<file path="src/rtl/router_pkg.sv">
// Shared types, default parameters and helpers for the router engine.
//   router_state_e : FSM state encoding
//   Def*           : default parameter values
//   popcount()     : ones-count of a vector of up to MaxPopLanes bits
package router_pkg;

  localparam int unsigned DefDataW      = 32;
  localparam int unsigned DefAddrW      = 12;
  localparam int unsigned DefPopLanes   = 8;
  localparam int unsigned DefAckTimeout = 2;
  localparam int unsigned DefMaxRetries = 1;
  localparam int unsigned DefCntW       = 16;
  localparam int unsigned MaxPopLanes   = 64;

  typedef enum logic [3:0] {
    OFFLINE,
    CONFIG,
    READY,
    CHECKSUM,
    ACK,
    LOOKUP,
    TRANSMIT,
    CONFIRM,
    RETRY,
    ERROR
  } router_state_e;

  function automatic int unsigned popcount(input logic [MaxPopLanes-1:0] v);
    int unsigned n;
    n = 0;
    for (int unsigned i = 0; i < MaxPopLanes; i++) begin
      n = n + 32'(v[i]);
    end
    return n;
  endfunction

endpackage

</file>
<file path="src/rtl/router_engine_if.sv">
// Link-side and transmit-side signal bundle of the router engine.
//   slave  : view taken by router_engine (inputs from link, outputs to tx port)
//   master : view taken by whatever drives the link (e.g. a bench)
interface router_engine_if #(
  parameter int unsigned DATA_W = 32,
  parameter int unsigned ADDR_W = 12,
  parameter int unsigned HDR_W  = $clog2(DATA_W + 1),
  parameter int unsigned CNT_W  = 16
);
  logic              config_in;
  logic              receive;
  logic [HDR_W-1:0]  header_in;
  logic [ADDR_W-1:0] address_in;
  logic [DATA_W-1:0] data_in;
  logic              ack_in;
  logic              ready;
  logic              ack_out;
  logic              lookup;
  logic              transmit;
  logic              bad_packet;
  logic              local_deliver;
  logic [ADDR_W-1:0] address_out;
  logic [DATA_W-1:0] data_out;
  logic [CNT_W-1:0]  packets_ok;
  logic [CNT_W-1:0]  packets_fail;

  modport slave (
    input  config_in, receive, header_in, address_in, data_in, ack_in,
    output ready, ack_out, lookup, transmit, bad_packet, local_deliver,
           address_out, data_out, packets_ok, packets_fail
  );

  modport master (
    output config_in, receive, header_in, address_in, data_in, ack_in,
    input  ready, ack_out, lookup, transmit, bad_packet, local_deliver,
           address_out, data_out, packets_ok, packets_fail
  );
endinterface

</file>
<file path="src/rtl/router_popcount.sv">
// Combinational ones-count of one checksum slice.
//   bits_i  : Lanes-bit slice
//   count_o : number of set bits in bits_i
module router_popcount import router_pkg::*; #(
  parameter int unsigned Lanes  = DefPopLanes,
  parameter int unsigned CountW = $clog2(Lanes + 1)
) (
  input  logic [Lanes-1:0]  bits_i,
  output logic [CountW-1:0] count_o
);

  if (Lanes > MaxPopLanes) begin : g_chk_lanes
    $error("router_popcount: Lanes exceeds MaxPopLanes");
  end

  always_comb begin
    count_o = CountW'(popcount(MaxPopLanes'(bits_i)));
  end

endmodule

</file>
<file path="src/rtl/router_engine.sv">
// Single-port packet router: configure, checksum, route, transmit with retries.
//   clk, reset : clock and asynchronous active-high reset
//   bus        : router_engine_if.slave -- link inputs (config_in, receive,
//                header_in, address_in, data_in, ack_in) and state-decoded
//                strobes, routed address/payload and saturating counters
module router_engine import router_pkg::*; #(
  parameter int unsigned DATA_W      = DefDataW,
  parameter int unsigned ADDR_W      = DefAddrW,
  parameter int unsigned HDR_W       = $clog2(DATA_W + 1),
  parameter int unsigned POP_LANES   = DefPopLanes,
  parameter int unsigned ACK_TIMEOUT = DefAckTimeout,
  parameter int unsigned MAX_RETRIES = DefMaxRetries,
  parameter int unsigned CNT_W       = DefCntW
) (
  input logic      clk,
  input logic      reset,
  router_engine_if.slave bus
);

  localparam int unsigned NumSlices = DATA_W / POP_LANES;
  localparam int unsigned SliceW    = (NumSlices > 1) ? $clog2(NumSlices) : 1;
  localparam int unsigned PopW      = $clog2(POP_LANES + 1);
  localparam int unsigned TimerW    = $clog2(ACK_TIMEOUT + 1);
  localparam int unsigned RetryW    = (MAX_RETRIES > 0) ? $clog2(MAX_RETRIES + 1) : 1;

  if (DATA_W % POP_LANES != 0) begin : g_chk_lanes
    $error("router_engine: DATA_W must be a multiple of POP_LANES");
  end
  if (DATA_W < 2 * ADDR_W) begin : g_chk_width
    $error("router_engine: DATA_W must be at least 2*ADDR_W");
  end
  if (ACK_TIMEOUT < 1) begin : g_chk_timeout
    $error("router_engine: ACK_TIMEOUT must be at least 1");
  end

  router_state_e     state_q;
  logic [ADDR_W-1:0] own_addr_q, route_mask_q, addr_q, addr_out_q;
  logic [HDR_W-1:0]  hdr_q, acc_q;
  logic [DATA_W-1:0] data_q;
  logic [SliceW-1:0] slice_q;
  logic [TimerW-1:0] timer_q;
  logic [RetryW-1:0] retries_q;
  logic [CNT_W-1:0]  ok_q, fail_q;

  logic [POP_LANES-1:0] slice_bits;
  logic [PopW-1:0]      slice_cnt;
  logic [HDR_W-1:0]     acc_sum;
  logic                 is_local;

  // LSB slice first: slice_q walks upward through the latched payload.
  assign slice_bits = POP_LANES'(data_q >> (POP_LANES * 32'(slice_q)));
  assign acc_sum    = acc_q + HDR_W'(slice_cnt);
  assign is_local   = (addr_q == own_addr_q);

  router_popcount #(
    .Lanes (POP_LANES),
    .CountW(PopW)
  ) u_popcount (
    .bits_i (slice_bits),
    .count_o(slice_cnt)
  );

  function automatic logic [CNT_W-1:0] sat_inc(input logic [CNT_W-1:0] v);
    return (&v) ? v : v + CNT_W'(1);
  endfunction

  always_ff @(posedge clk or posedge reset) begin
    if (reset) begin
      state_q      <= OFFLINE;
      own_addr_q   <= '0;
      route_mask_q <= '0;
      addr_q       <= '0;
      addr_out_q   <= '0;
      hdr_q        <= '0;
      acc_q        <= '0;
      data_q       <= '0;
      slice_q      <= '0;
      timer_q      <= '0;
      retries_q    <= '0;
      ok_q         <= '0;
      fail_q       <= '0;
    end else begin
      case (state_q)
        OFFLINE: begin
          if (bus.config_in) state_q <= CONFIG;
        end
        CONFIG: begin
          if (bus.receive) begin
            // A zero own address is not a valid configuration.
            if (bus.data_in[ADDR_W-1:0] == '0) begin
              state_q <= OFFLINE;
            end else begin
              own_addr_q   <= bus.data_in[ADDR_W-1:0];
              route_mask_q <= bus.data_in[2*ADDR_W-1:ADDR_W];
              state_q      <= READY;
            end
          end
        end
        READY: begin
          if (bus.config_in) begin
            state_q <= CONFIG;
          end else if (bus.receive) begin
            hdr_q     <= bus.header_in;
            addr_q    <= bus.address_in;
            data_q    <= bus.data_in;
            acc_q     <= '0;
            slice_q   <= '0;
            retries_q <= '0;
            state_q   <= CHECKSUM;
          end
        end
        CHECKSUM: begin
          acc_q <= acc_sum;
          if (slice_q == SliceW'(NumSlices - 1)) begin
            state_q <= (acc_sum == hdr_q) ? ACK : ERROR;
          end else begin
            slice_q <= slice_q + SliceW'(1);
          end
        end
        ACK: begin
          if (is_local) begin
            ok_q    <= sat_inc(ok_q);
            state_q <= READY;
          end else begin
            state_q <= LOOKUP;
          end
        end
        LOOKUP: begin
          addr_out_q <= addr_q & route_mask_q;
          state_q    <= TRANSMIT;
        end
        TRANSMIT: begin
          timer_q <= '0;
          state_q <= CONFIRM;
        end
        CONFIRM: begin
          if (bus.ack_in) begin
            ok_q    <= sat_inc(ok_q);
            state_q <= READY;
          end else if (timer_q == TimerW'(ACK_TIMEOUT - 1)) begin
            state_q <= (retries_q < RetryW'(MAX_RETRIES)) ? RETRY : ERROR;
          end else begin
            timer_q <= timer_q + TimerW'(1);
          end
        end
        RETRY: begin
          retries_q <= retries_q + RetryW'(1);
          if (bus.ack_in) begin
            ok_q    <= sat_inc(ok_q);
            state_q <= READY;
          end else begin
            state_q <= TRANSMIT;
          end
        end
        ERROR: begin
          fail_q  <= sat_inc(fail_q);
          state_q <= READY;
        end
        default: state_q <= OFFLINE;
      endcase
    end
  end

  assign bus.ready         = (state_q == READY);
  assign bus.ack_out       = (state_q == ACK);
  assign bus.lookup        = (state_q == LOOKUP);
  assign bus.transmit      = (state_q == TRANSMIT);
  assign bus.bad_packet    = (state_q == ERROR);
  assign bus.local_deliver = (state_q == ACK) && is_local;
  assign bus.address_out   = addr_out_q;
  assign bus.data_out      = data_q;
  assign bus.packets_ok    = ok_q;
  assign bus.packets_fail  = fail_q;

endmodule
</file>
<file path="src/flat_wrapper.sv">
// flat-port wrapper written by rule: the top's interface ports become plain ports
module router_engine_flat import router_pkg::*;
#(
  parameter int unsigned DATA_W      = DefDataW,
  parameter int unsigned ADDR_W      = DefAddrW,
  parameter int unsigned HDR_W       = $clog2(DATA_W + 1),
  parameter int unsigned POP_LANES   = DefPopLanes,
  parameter int unsigned ACK_TIMEOUT = DefAckTimeout,
  parameter int unsigned MAX_RETRIES = DefMaxRetries,
  parameter int unsigned CNT_W       = DefCntW
)
  (clk, reset, bus_config_in, bus_receive, bus_header_in, bus_address_in, bus_data_in, bus_ack_in, bus_ready, bus_ack_out, bus_lookup, bus_transmit, bus_bad_packet, bus_local_deliver, bus_address_out, bus_data_out, bus_packets_ok, bus_packets_fail);
  router_engine_if #(.DATA_W(DATA_W), .ADDR_W(ADDR_W), .HDR_W(HDR_W), .CNT_W(CNT_W)) bus_i ();
  input logic clk;
  input logic reset;
  input wire logic [$bits(bus_i.config_in)-1:0] bus_config_in;
  input wire logic [$bits(bus_i.receive)-1:0] bus_receive;
  input wire logic [$bits(bus_i.header_in)-1:0] bus_header_in;
  input wire logic [$bits(bus_i.address_in)-1:0] bus_address_in;
  input wire logic [$bits(bus_i.data_in)-1:0] bus_data_in;
  input wire logic [$bits(bus_i.ack_in)-1:0] bus_ack_in;
  output wire logic [$bits(bus_i.ready)-1:0] bus_ready;
  output wire logic [$bits(bus_i.ack_out)-1:0] bus_ack_out;
  output wire logic [$bits(bus_i.lookup)-1:0] bus_lookup;
  output wire logic [$bits(bus_i.transmit)-1:0] bus_transmit;
  output wire logic [$bits(bus_i.bad_packet)-1:0] bus_bad_packet;
  output wire logic [$bits(bus_i.local_deliver)-1:0] bus_local_deliver;
  output wire logic [$bits(bus_i.address_out)-1:0] bus_address_out;
  output wire logic [$bits(bus_i.data_out)-1:0] bus_data_out;
  output wire logic [$bits(bus_i.packets_ok)-1:0] bus_packets_ok;
  output wire logic [$bits(bus_i.packets_fail)-1:0] bus_packets_fail;
  assign bus_i.config_in = bus_config_in;
  assign bus_i.receive = bus_receive;
  assign bus_i.header_in = bus_header_in;
  assign bus_i.address_in = bus_address_in;
  assign bus_i.data_in = bus_data_in;
  assign bus_i.ack_in = bus_ack_in;
  assign bus_ready = bus_i.ready;
  assign bus_ack_out = bus_i.ack_out;
  assign bus_lookup = bus_i.lookup;
  assign bus_transmit = bus_i.transmit;
  assign bus_bad_packet = bus_i.bad_packet;
  assign bus_local_deliver = bus_i.local_deliver;
  assign bus_address_out = bus_i.address_out;
  assign bus_data_out = bus_i.data_out;
  assign bus_packets_ok = bus_i.packets_ok;
  assign bus_packets_fail = bus_i.packets_fail;
  router_engine #(.DATA_W(DATA_W), .ADDR_W(ADDR_W), .HDR_W(HDR_W), .POP_LANES(POP_LANES), .ACK_TIMEOUT(ACK_TIMEOUT), .MAX_RETRIES(MAX_RETRIES), .CNT_W(CNT_W)) u_core (.clk(clk), .reset(reset), .bus(bus_i));
endmodule
</file>
<file path="config.mk">
export PLATFORM = sky130hd
export DESIGN_NAME = router_engine_flat
export DESIGN_NICKNAME = d
export VERILOG_FILES = /design/src/rtl/router_pkg.sv /design/src/rtl/router_engine_if.sv /design/src/rtl/router_popcount.sv /design/src/rtl/router_engine.sv /design/src/flat_wrapper.sv
export SDC_FILE = /design/constraint.sdc
export NUM_CORES = 1
export LEC_CHECK = 0
export CAP_MARGIN = 30
export CORE_ASPECT_RATIO = 1.4
export CORE_MARGIN = 1.5
export CORE_UTILIZATION = 60
export DETAILED_ROUTE_END_ITERATION = 12
export DONT_BUFFER_PORTS = 1
export HOLD_SLACK_MARGIN = 0.06
export PLACE_DENSITY = 0.76
export SYNTH_ARGS = -nofsm -noshare
export SYNTH_HDL_FRONTEND = slang
export SYNTH_SLANG_ARGS = --single-unit
</file>
<file path="constraint.sdc">
create_clock -name clk -period 11.4 [get_ports clk]
set_input_delay 2.28 -clock clk [delete_from_list [all_inputs] [get_ports clk]]
set_output_delay 2.28 -clock clk [all_outputs]
set_load 0.01 [all_outputs]
</file>
==> flow_summary.json, run 1 <==
{
  "routedWlPerCell_um": 20.2,
  "max_slew_margin_pct": 43.3,
  "power_density_nw_per_um2": 329,
  "grt_overflow": 0,
  "ys_ff_latch": 133,
  "min_to": "u_core.acc_q[3]",
  "portBuffers": 0,
  "yosysSeqAreaShare_pct": 53.0,
  "synth_edf_count": 0,
  "ctsLongestPathBuffers": 2,
  "htree_levels": 4,
  "vias": 3991,
  "ctsResizeCount": 0,
  "cts-buffers-inserted": 17,
  "min_period_ps": 5010,
  "startpoint_type": "register",
  "dieArea_sq_um": 11100,
  "area_delta_synth_final_pct": 12.1,
  "cts_tree": "done",
  "holdBufCountCts": 0,
  "diodes": 0,
  "worstSetupPathType": "reg -> reg",
  "worstReg2RegStart": "u_core.slice_q[0]",
  "p_leak_nw": 3.07,
  "start_util_pct": 61.0,
  "yosysUniqueCellTypes": 48,
  "routed_wl_um": 13600,
  "worst-slew-pin-transition_ps": 844,
  "synthArstFlopShare_pct": 100,
  "place_congestion": 0.876,
  "slew_viol_final": 0,
  "min-delay-start": "u_core.acc_q[3]",
  "cts_sinks": 133,
  "cp.required_ps": 11690,
  "grt_max_degree": 82,
  "finClkSkew_ps": 5.07,
  "dieHeight_um": 124,
  "period_share_pct": 43.9,
  "crit_start": "u_core.slice_q[0]",
  "cp_max_fo": 10,
  "hold_depth": 2,
  "grt_pass1_vias": 4076,
  "grt_pass1_wl_um": 20700,
  "finalHoldViolCount": 0,
  "fin_util_pct": 68.3,
  "max_freq_mhz": 200,
  "avgSynthCellArea_sq_um": 12.2,
  "root_buffer": "clkbuf_16",
  "tns_ps": 0,
  "rows": 44,
  "status": "finished, final reports clean",
  "chipWidth_um": 89.4,
  "syn_inst": 516,
  "synthFlopType": "dfrtp_1",
  "setup.worst_path.end_class": "register",
  "reg2reg_slack_ps": 6390,
  "core_sq_um": 10300,
  "rsz0062_at_grt": "false",
  "maxCapViolations": 0,
  "crit_arrival_ps": 5300,
  "r2r_cells": 15,
  "grt_usage_pct": 25.6,
  "ios": 137,
  "final_nets": 593,
  "hp-class": "reg -> reg",
  "drive_gt1_share_pct": 24.6,
  "ys_warn_count": 0,
  "finalSetupViolCount": 0,
  "antenna_found_initial": 0,
  "irDropWorstVdd_mv": 0.242,
  "drt_iter0_markers": 192,
  "ant_nets": 0,
  "cts_setup_buffers": 0,
  "avgViaCountPerCell": 5.92,
  "clk_transition_reported_paths_ps": 60,
  "synth_nets": 586,
  "dpl.hpwl_um": 10000,
  "synth_area_sq_um": 6280,
  "clk_latency_ps": 410,
  "regToRegEndpoint": "u_core.state_q[0]",
  "fill_cells": 757,
  "drt_pass1_iterations": 4,
  "drc": 0
}
power by group:
part	internal (mW)	switching (mW)	leakage (nW)
Clock	0.324	0.208	0.281
Combinational	0.465	0.430	1.12
Sequential	0.654	0.234	1.66
Total	1.44	0.871	3.07
placed cells by master (no fill, tap or decap), drive strengths merged, types with 9 or more instances in the layout:
cell type,synthesis,routed
dfrtp,133,133
mux2,78,78
nand2,49,49
xor2,26,26
xnor2,25,25
o21ai,24,24
inv,19,23
nand3,19,19
nor2,18,18
clkbuf,7,18
nor4,10,10
a21oi,10,10
ha,10,10
nand4,9,9
area by class of cell:
cell class                      instances  area, sq um  area share (%)
Sequential cell                       133         3330            47.3
Multi-Input combinational cell        347         2800            39.8
Clock buffer                           18          429            6.10
Tap cell                              138          173            2.46
Clock inverter                         14          151            2.15
Timing Repair Buffer                    5         77.6            1.10
Inverter                               19         76.3            1.09
critical path, cell delays in order, from the launching register on:
cell and delay [ps]:
dfrtp_1 710, mux4_2 580, inv_1 100, fa_1 420, inv_1 90, fa_1 410
inv_1 90, fa_1 410, fa_1 470, fa_1 410, xor2_1 230, xor2_1 160
nand3_1 90, nor3_1 250, nand2_1 100, a221o_1 350
through the flow:
step	area, sq um	total power [mW]	hold WS [ps]	setup WS (ps)	cells
2_1_floorplan	6280	1.58	455	5570	516
3_3_place_gp	6390	1.73	476	6530	639
3_5_place_dp	6420	1.79	483	6400	641
4_1_cts	7010	2.33	496	6340	673
5_1_grt	7030	2.50	520	6010	674
6_report	7030	2.31	495	6390	674
layer usage:
metal	vias up	GRT usage, %	share of wire, %
li1	1837	-	-
met4	0	13.0	3.7
met1	1980	28.0	37
met2	143	43.2	52
met5	-	0	0
met3	31	9.41	7.8
worst max-delay path by stage:
stage | end | slack (ps) | depth (start not counted)
final | u_core.state_q[0] | 6390 | 15
after global routing | u_core.state_q[0] | 6010 | 15
after CTS | u_core.state_q[0] | 6340 | 15
after detailed placement | u_core.state_q[0] | 6400 | 15
after global placement | u_core.state_q[0] | 6530 | 15
after floorplan | u_core.acc_q[0] | 5570 | 1
cells in the mapped netlist (all sizes together), types with 2 or more instances:
| cell type | number | share of area [%] |
|---|---|---|
| a211oi | 3 | 0.56 |
| a21boi | 2 | 0.24 |
| a21oi | 10 | 0.80 |
| and2 | 5 | 0.50 |
| and3 | 7 | 0.70 |
| and4 | 2 | 0.28 |
| buf | 10 | 0.88 |
| clkbuf | 7 | 0.42 |
| dfrtp | 133 | 53 |
| fa | 5 | 1.6 |
| ha | 10 | 2.0 |
| inv | 19 | 1.1 |
| mux2 | 78 | 14 |
| mux4 | 8 | 2.9 |
| nand2 | 49 | 2.9 |
| nand2b | 5 | 0.50 |
| nand3 | 19 | 1.5 |
| nand3b | 2 | 0.24 |
| nand4 | 9 | 0.90 |
| nor2 | 18 | 1.1 |
| nor2b | 3 | 0.30 |
| nor3 | 5 | 0.48 |
| nor4 | 10 | 1.0 |
| o211ai | 3 | 0.36 |
| o21a | 2 | 0.24 |
| o21ai | 24 | 1.9 |
| o31ai | 3 | 0.36 |
| or2 | 2 | 0.20 |
| xnor2 | 25 | 3.5 |
| xor2 | 26 | 3.6 |
flip-flops by register name, summed over array words and instances, names as in the netlist:
name and cells:
u_core.bus.packets_ok 16, u_core.bus.data_out 32, u_core.slice_q 2, u_core.route_mask_q 12
u_core.hdr_q 6, u_core.retries_q 1, u_core.addr_q 12, u_core.bus.packets_fail 16
u_core.timer_q 2, u_core.state_q 4, u_core.own_addr_q 12, u_core.bus.address_out 12
u_core.acc_q 6
kinds of logic (layout without fill, tap and decap cells):
kind of cell | count (synthesis) | after routing | synth area share [%]
buf+inv | 36 | 56 | 2.43
fa+ha+maj | 15 | 15 | 3.59
xor+xnor | 51 | 51 | 7.12
simple gates | 140 | 140 | 11.4
flops | 133 | 133 | 53.0
mux | 87 | 87 | 17.0
compound gates | 54 | 54 | 5.44
(Power assumes the default switching activity.)
==> run 2, diff against run 1 <==
==> constraint.sdc (replaced) <==
create_clock -name clk -period 5.14 [get_ports clk]
set_input_delay 1.028 -clock clk [delete_from_list [all_inputs] [get_ports clk]]
set_output_delay 1.028 -clock clk [all_outputs]
set_load 0.01 [all_outputs]
==> flow_summary.json, run 2 (synthesis results as in run 1) <==
{
  "area_delta_synth_final_pct": 12.7,
  "avgViaCountPerCell": 5.87,
  "max_freq_mhz": 211,
  "period_share_pct": 92.4,
  "hp-class": "reg -> reg",
  "cts_setup_buffers": 0,
  "start_util_pct": 61.0,
  "holdBufCountCts": 0,
  "max_slew_margin_pct": 47.2,
  "grt_max_degree": 85,
  "routedWlPerCell_um": 20.2,
  "ctsLongestPathBuffers": 2,
  "final_nets": 594,
  "chipWidth_um": 89.4,
  "drt_pass1_iterations": 4,
  "ctsResizeCount": 0,
  "grt_pass1_wl_um": 21500,
  "diodes": 0,
  "cts_sinks": 133,
  "largest_reg_flops": 32,
  "grt_pass1_vias": 4198,
  "clk_latency_ps": 410,
  "rsz0062_at_grt": "false",
  "cts-buffers-inserted": 17,
  "cp_max_fo": 4,
  "cp.required_ps": 5420,
  "hold_ws_ps": 501,
  "mostFrequentLayoutCell": "dfrtp_1",
  "drc": 0,
  "slew_viol_final": 0,
  "hold_depth": 2,
  "power_density_nw_per_um2": 739,
  "worstSetupPathType": "reg -> reg",
  "grt_usage_pct": 26.5,
  "setup.worst_path.end_class": "register",
  "core_sq_um": 10300,
  "htree_levels": 4,
  "dieHeight_um": 124,
  "dieArea_sq_um": 11100,
  "timing.final.ws_setup_ps": 391,
  "worst-slew-pin-transition_ps": 786,
  "post-place-ws_ps": 413,
  "clk_transition_reported_paths_ps": 60,
  "finalPower_mw": 5.22,
  "cts_tree": "done",
  "rows": 44,
  "drive_gt1_share_pct": 25.0,
  "portBuffers": 0,
  "maxCapViolations": 0,
  "routed_wl_um": 13600,
  "r2r_cells": 15,
  "drt_iter0_markers": 143,
  "startpoint_type": "register",
  "ios": 137,
  "finClkSkew_ps": 10.6,
  "finalSetupViolCount": 0,
  "finalHoldViolCount": 0,
  "crit_arrival_ps": 5030,
  "place_congestion": 0.898,
  "dpl.hpwl_um": 10000,
  "root_buffer": "clkbuf_16",
  "min_period_ps": 4750,
  "p_leak_nw": 3.09,
  "irDropWorstVdd_mv": 0.512,
  "antenna_found_initial": 0,
  "vias": 3960,
  "grt_overflow": 0,
  "tns_ps": 0,
  "status": "finished, final reports clean",
  "final_cell_mix": "133 x dfrtp_1, 78 x mux2_2, 48 x nand2_1",
  "ant_nets": 0
}
run 2: report_power, final:
group	leakage [nW]	internal, mW	total, mW	switching (mW)
Clock	0.298	0.781	1.24	0.458
Combinational	1.13	1.05	2.05	0.997
Sequential	1.66	1.45	1.94	0.489
run 2: worst max-delay path, stage by stage (launching register included):
cell     delay, ps
dfrtp_1        460
mux4_2         530
inv_1           90
fa_1           430
inv_1           90
fa_1           410
inv_1           90
fa_1           410
fa_1           480
fa_1           430
xor2_1         250
xor2_1         170
nand3_1         90
nor3_1         250
nand2_1        110
a221o_1        350
run 2: metrics by stage:
stage / instances / instance area [sq um] / util (%)
floorplan: 516 / 6280 / -
global placement: 641 / 6400 / 62.2
detailed placement: 643 / 6460 / 62.7
CTS: 675 / 7070 / 68.7
global route: 675 / 7070 / 68.7
finish: 675 / 7070 / 68.7
run 2: final timing paths:
path                                   start                           to  slack [ps]
max                        u_core.slice_q[0]            u_core.state_q[0]         390
min                          u_core.acc_q[2]              u_core.acc_q[2]         500
max reg2reg                u_core.slice_q[0]            u_core.state_q[0]         390
min reg2reg                  u_core.acc_q[2]              u_core.acc_q[2]         500
max in group asynchronous              reset  u_core.bus.packets_fail[14]        3420
min in group asynchronous              reset    u_core.bus.packets_ok[15]         630
run 2: per-layer routing:
layer | vias up | track usage (%) | part of all wire, %
met5 | - | 0 | 0
met4 | 0 | 7.79 | 0.71
met3 | 10 | 9.61 | 8.5
met2 | 149 | 46.7 | 55
met1 | 1967 | 29.7 | 36
li1 | 1834 | - | -
run 2: final cells by class:
cell class / instances / area (sq um)
Tap cell: 138 / 173
Clock inverter: 14 / 173
Inverter: 19 / 76.3
Multi-Input combinational cell: 347 / 2800
Fill cell: 730 / 3220
Clock buffer: 18 / 439
Sequential cell: 133 / 3330
Timing Repair Buffer: 6 / 85.1
